==> src/rtl/fetch_stage.sv <==
// Instruction-fetch stage: owns the PC, addresses instruction memory and loads
// the IF/ID pipeline register, with start gating, stalls, redirects and end-of-program.
module fetch_stage #(
    parameter logic [31:0] PC_RESET   = 32'h0000_0000,
    parameter int          IMEM_BYTES = 60
) (
    input  logic        clk,
    input  logic        rst,
    input  logic        start,
    output logic [31:0] imem_addr,
    input  logic [31:0] imem_instruction,
    input  logic        stall,
    input  logic        flush,
    input  logic        branch_taken,
    input  logic [31:0] branch_target,
    output logic [31:0] if_id_instruction,
    output logic [31:0] if_id_pc_plus4,
    output logic        if_id_valid,
    output logic        fetch_done
);

    localparam logic [1:0] IDLE   = 2'd0;
    localparam logic [1:0] FETCH  = 2'd1;
    localparam logic [1:0] ST_END = 2'd2;

    localparam logic [31:0] IMEM_LIMIT   = 32'(IMEM_BYTES);
    localparam logic [31:0] PC_RESET_ALN = {PC_RESET[31:2], 2'b00};

    logic [1:0]  state;
    logic [1:0]  state_next;
    logic [31:0] pc;
    logic [31:0] pc_next;
    logic [31:0] pc_plus4;
    logic [31:0] target_aligned;
    logic        pc_past_end;
    logic        target_in_range;

    logic [31:0] ins_next;
    logic [31:0] pc4_next;
    logic        valid_next;

    assign imem_addr       = pc;
    assign pc_plus4        = pc + 32'd4;
    assign target_aligned  = {branch_target[31:2], 2'b00};
    assign pc_past_end     = (pc >= IMEM_LIMIT);
    assign target_in_range = (target_aligned < IMEM_LIMIT);
    assign fetch_done      = (state == ST_END);

    // Next-state logic; IF/ID defaults to a bubble so only real captures and
    // stall holds need to override it.
    always_comb begin
        state_next = state;
        pc_next    = pc;
        ins_next   = 32'h0;
        pc4_next   = 32'h0;
        valid_next = 1'b0;

        case (state)
            IDLE: begin
                if (start) begin
                    state_next = FETCH;
                end
            end

            FETCH: begin
                if (branch_taken) begin
                    pc_next = target_aligned;
                end else if (stall) begin
                    // A flush during a stall still kills the held instruction.
                    if (!flush) begin
                        ins_next   = if_id_instruction;
                        pc4_next   = if_id_pc_plus4;
                        valid_next = if_id_valid;
                    end
                end else if (pc_past_end) begin
                    state_next = ST_END;
                end else if (flush) begin
                    pc_next = pc_plus4;
                end else begin
                    ins_next   = imem_instruction;
                    pc4_next   = pc_plus4;
                    valid_next = 1'b1;
                    pc_next    = pc_plus4;
                end
            end

            ST_END: begin
                if (branch_taken && target_in_range) begin
                    pc_next    = target_aligned;
                    state_next = FETCH;
                end
            end

            default: begin
                state_next = IDLE;
                pc_next    = PC_RESET_ALN;
            end
        endcase
    end

    always_ff @(posedge clk) begin
        if (!rst) begin
            state             <= IDLE;
            pc                <= PC_RESET_ALN;
            if_id_instruction <= 32'h0;
            if_id_pc_plus4    <= 32'h0;
            if_id_valid       <= 1'b0;
        end else begin
            state             <= state_next;
            pc                <= pc_next;
            if_id_instruction <= ins_next;
            if_id_pc_plus4    <= pc4_next;
            if_id_valid       <= valid_next;
        end
    end

endmodule

==> config.mk <==
export PLATFORM = sky130hd
export DESIGN_NAME = fetch_stage
export DESIGN_NICKNAME = d
export VERILOG_FILES = /design/src/rtl/fetch_stage.sv
export SDC_FILE = /design/constraint.sdc
export NUM_CORES = 1
export LEC_CHECK = 0
export CAP_MARGIN = 10
export CORE_ASPECT_RATIO = 0.7
export CORE_UTILIZATION = 43
export CTS_CLUSTER_DIAMETER = 80
export DETAILED_ROUTE_END_ITERATION = 6
export PLACE_DENSITY = 0.81
export SYNTH_ARGS = -nofsm -noshare
export SYNTH_HDL_FRONTEND = slang
export SYNTH_SLANG_ARGS = --single-unit
==> constraint.sdc <==
create_clock -name clk -period 2.52 [get_ports clk]
set_clock_uncertainty 0.05 [all_clocks]
set_input_delay 0.63 -clock clk [delete_from_list [all_inputs] [get_ports clk]]
set_output_delay 0.63 -clock clk [all_outputs]
set_load 0.02 [all_outputs]
-- Word level (Yosys, flattened, before mapping)
Index checks and enable logic that the tools add are counted.
- add/sub/neg operators: 1
- $lt $le $gt $ge: 2
- equal/unequal tests: 10
- muxes and demuxes: 22
- bitwise logic cells: 3
- reduce and logical (&&, ||, !) cells: 5
- operators by type and width (operator ; count):
    $mux 32 ; 11
    $pmux 32 s3 ; 1
    $add 32x3->32 const B ; 1
    $ge 32x6->1 const B ; 1
    $lt 32x6->1 const B ; 1
    $mux 2 ; 5
    $ne 2x2->1 const B ; 4
    $ne 3x3->1 const B ; 2
    $pmux 2 s3 ; 1
    $reduce_and 5->1 ; 1
    $mux 1 ; 4
    $ne 2x1->1 const B ; 2
    $reduce_and 4->1 ; 1
    $not 1->1 ; 3
    $reduce_or 3->1 ; 1
    $eq 2x1->1 const B ; 1
    $eq 2x2->1 const B ; 1
    $logic_not 2->1 ; 1
    $logic_and 1x1->1 ; 1
- flip-flop bits (word level): 99
- bits of input ports: 70
- output and inout bits: 98
- logic and storage cells: 48

-- Longest topological paths before layout
- word-level depth: 5
- mapped depth: 9
- mapped depth without buffers: 7

-- Worst setup path after synthesis
No wires, ideal clock.
- path type: input to register
- start point: in branch_target[8]
- end point: reg state[0]
- setup time: 70 ps
- arrival time: 1927 ps
- required time: 2400 ps
- setup slack: 473 ps
- stages: 6
- path buffers: 0
- cells stage by stage: nor4_1 > nand4_1 > o21ai_2 > o21ai_2 > or4_1 > a21boi_1
- cells in the longest elaborated chain, start to end: 4
- RTL lines (element ; RTL line ; source):
    from (decl) ; 15 ; input logic [31:0] branch_target,
    $lt 32x6->1 ; 46 ; assign target_in_range = (target_aligned < IMEM_LIMIT);
    $logic_and 1x1->1 ; 88 ; if (branch_taken && target_in_range) begin
    $ne 2x1->1 (no source line) ; -- ;
    $reduce_and 5->1 (no source line) ; -- ;
    to (signal assigned) ; 109 ; state <= state_next;
    to (decl) ; 29 ; logic [1:0] state;
No other way between the ends.
A chain may end at the register's enable or synchronous reset.

-- Worst setup path in the final report
- start point: in branch_target[7]
- end point: reg pc[9], in the netlist imem_addr[9]
- cells in the longest elaborated chain, start to end: 4
- RTL lines (element ; RTL line ; source):
    $lt 32x6->1 ; 46 ;
    $logic_and 1x1->1 ; 88 ;
    $ne 2x1->1 (no source line) ; -- ;
    $reduce_and 4->1 (no source line) ; -- ;
    to (signal assigned) ; 110 ; pc <= pc_next;
    to (decl) ; 31 ; logic [31:0] pc;
No other way between the ends.

==> results.ini <==
[status]
outcome=completed

[sta]
clock.fmax_mhz=408.9
hold_viol=0
rsz0062_at_grt=false
final.min_clock_period_ns=2.446
fin_crit_sh=0.9706
finalMaxSlewViolations=0
setup_violations=0

[place]
place_area_um2=5937
hpwl_um=8888
io_buffers=163
gp_congestion=0.9334

[finish]
fin_area_um2=6242
layout_commonest_cell=clkdlybuf4s50_1
area_growth_pct=55.42
diodes=0
fill_cells=713
final_cell_mix=163 x clkdlybuf4s50_1, 96 x dfxtp_1, 44 x nor2_1, 40 x a22oi_1, 39 x nand2_1
drive_above_1_share=0.1089
nNetsFinal=685
fin_util=0.6881

[drt]
drtIter0Drc=273
drt_wl_total_um=11980
wl_met1_um=5460
post-route-drc-count=0
wl_met3_um=889
via_count=3920
ant_nets=0
drt_first_pass_iters=5
vias_per_cell=5.304
top_layer=met4
routedWlPerCell_um=16.22
routed-wl-met2_um=5450

[clock_network]
cts_setup_buffers=0
cts-resized-gates=0
cts_tree=done
cts.sink_count=96
clock_path_buffers=2
cts-htree-levels=3
clk_pin_slew_ns=0.06
cts_root_buf=clkbuf_16
cts_made_buffers=9
clock_latency_ns=0.33
holdBufCountCts=0

[worst_hold_path]
hold_class=reg2reg
hold_start=if_id_pc_plus4[23]
min_to=if_id_pc_plus4[23]
min_path_cells=1

[critical_path]
crit_chain=clkdlybuf4s50_1, nor4_1, buf_4, nand4_1, o21ai_2, o211ai_2, buf_4, o31ai_1
worstSetupPathType=in2reg
cp_max_fo=9
cp.required_ns=2.71
cpMaxStageDelayCell=clkdlybuf4s50_1
r2r_slack_ns=0.35
crit_path_frequent_cell=buf_4
r2r_end=imem_addr[7]
reg2reg_depth=8
cp.arrival_ns=2.63
rr_startpoint=imem_addr[2]
crit_path_end_kind=flip-flop
max_stage_delay_ns=0.43
cp-start-kind=input pin

[synthesis]
synth_edf_count=0
synth_cell_type_count=50
synthCells=433
ys_warn_count=0
synthFlopType=dfxtp_1
synth-seq-area-share=0.4785
async_flop_share=0
syn-mean-instance-area_um2=9.276
ys_ff_latch=96
synth_area_um2=4016

[floorplanning]
die_h_um=82.86
core_um2=9071
dieArea_um2=9737
io_pins=168
start_util=0.4428
rows=29
die_w_um=117.5

[job]
maxCapViolCount=0

[grt]
grtUsageTotal=0.2475
overflow=0
grt_pass1_vias=3709
antenna_found_initial=0
grt_start_max_net_pins=38
grt_pass1_wl_um=19190

[pwr]
leakage_nw=2.243
vdd.ir_drop.worst_v=0.0003630
p_per_area_nw_per_um2=586.2

per-layer routing:
metal,global-route usage,vias to the layer above
met4,0.08625,0
met3,0.05220,15
li1,-,1888
met1,0.3469,1832
met2,0.3771,185
met5,0,-
sequential cells by signal, summed over array words and instances, names as in the netlist:
| name | cells |
|---|---|
| state | 2 |
| if_id_pc_plus4 | 31 |
| if_id_valid | 1 |
| imem_addr | 30 |
| if_id_instruction | 32 |
how the worst max path moves through the flow:
stage	slack, ns	to	depth (start not counted)	start
2_1_floorplan	0.47	state[0]	6	branch_target[8]
3_3_place_gp	-0.20	imem_addr[10]	8	branch_target[8]
6_report	0.07	imem_addr[9]	8	branch_target[7]
4_1_cts	0.11	imem_addr[9]	8	branch_target[8]
3_5_place_dp	-0.24	imem_addr[17]	8	branch_target[8]
5_1_grt	0.002	imem_addr[14]	8	branch_target[7]
cell usage after synthesis (4+ instances only):
| cell type | n | share of area |
|---|---|---|
| a22oi_1 | 40 | 0.075 |
| dfxtp_1 | 96 | 0.48 |
| nand4_1 | 9 | 0.014 |
| nand3_1 | 31 | 0.039 |
| inv_1 | 4 | 0.0037 |
| xor2_1 | 8 | 0.017 |
| nor4_1 | 9 | 0.014 |
| nand2_1 | 39 | 0.036 |
| a21boi_1 | 19 | 0.036 |
| a21oi_1 | 4 | 0.0050 |
| xnor2_1 | 6 | 0.013 |
| o31ai_1 | 8 | 0.015 |
| clkbuf_1 | 20 | 0.019 |
| ha_1 | 5 | 0.016 |
| buf_4 | 5 | 0.0093 |
| and2_1 | 30 | 0.047 |
| o21ai_0 | 9 | 0.011 |
| nor2_1 | 44 | 0.041 |
cell type report:
type / count / area (µm²) / share of cell area
clock buffers: 10 / 239.0 / 0.03828
clock inverters: 6 / 66.31 / 0.01062
inverters: 4 / 15.01 / 0.002405
multi-input cells: 302 / 1921 / 0.3077
flip-flops and latches: 96 / 1922 / 0.3079
well taps: 124 / 155.1 / 0.02485
repair buffers: 197 / 1924 / 0.3083
power by group:
part / total [W] / internal, W / switching [W] / leakage, nW
clock: 0.00137 / 0.000800 / 0.000573 / 0.153
combinational: 0.000723 / 0.000323 / 0.000400 / 1.32
sequential: 0.00156 / 0.00154 / 0.0000239 / 0.774
total: 0.00366 / 0.00266 / 0.000997 / 2.24
metrics by stage:
step | setup slack (ns) | hold slack [ns] | std cells | setup TNS (ns) | total power, W
after global routing | 0.001662 | 0.4228 | 739 | 0 | 0.003814
after detailed placement | -0.2368 | 0.3931 | 723 | -4.750 | 0.002305
after CTS | 0.1129 | 0.4115 | 739 | 0 | 0.003684
final | 0.07418 | 0.4099 | 739 | 0 | 0.003659
after floorplan | 0.4728 | 0.4324 | 434 | 0 | 0.001992
after global placement | -0.2033 | 0.3910 | 723 | -4.644 | 0.002295
worst max-delay path: cells and delay by family:
kind                   cells  cell delay (ns)
buffers and inverters      3             0.85
AND/OR/NAND/NOR            2             0.43
AO/OA/AOI/OAI              3             0.73
cells by family after synthesis:
| logic type | count (synthesis) | synth area share |
|---|---|---|
| buffers and inverters | 36 | 0.04486 |
| adder cells (fa/ha/maj) | 5 | 0.01558 |
| other | 1 | 0.0009337 |
| AND/OR/NAND/NOR | 185 | 0.2542 |
| flip-flops | 96 | 0.4785 |
| AO/OA/AOI/OAI | 96 | 0.1754 |
| XOR/XNOR | 14 | 0.03053 |
No activity file was read; power rests on OpenSTA's default activity.
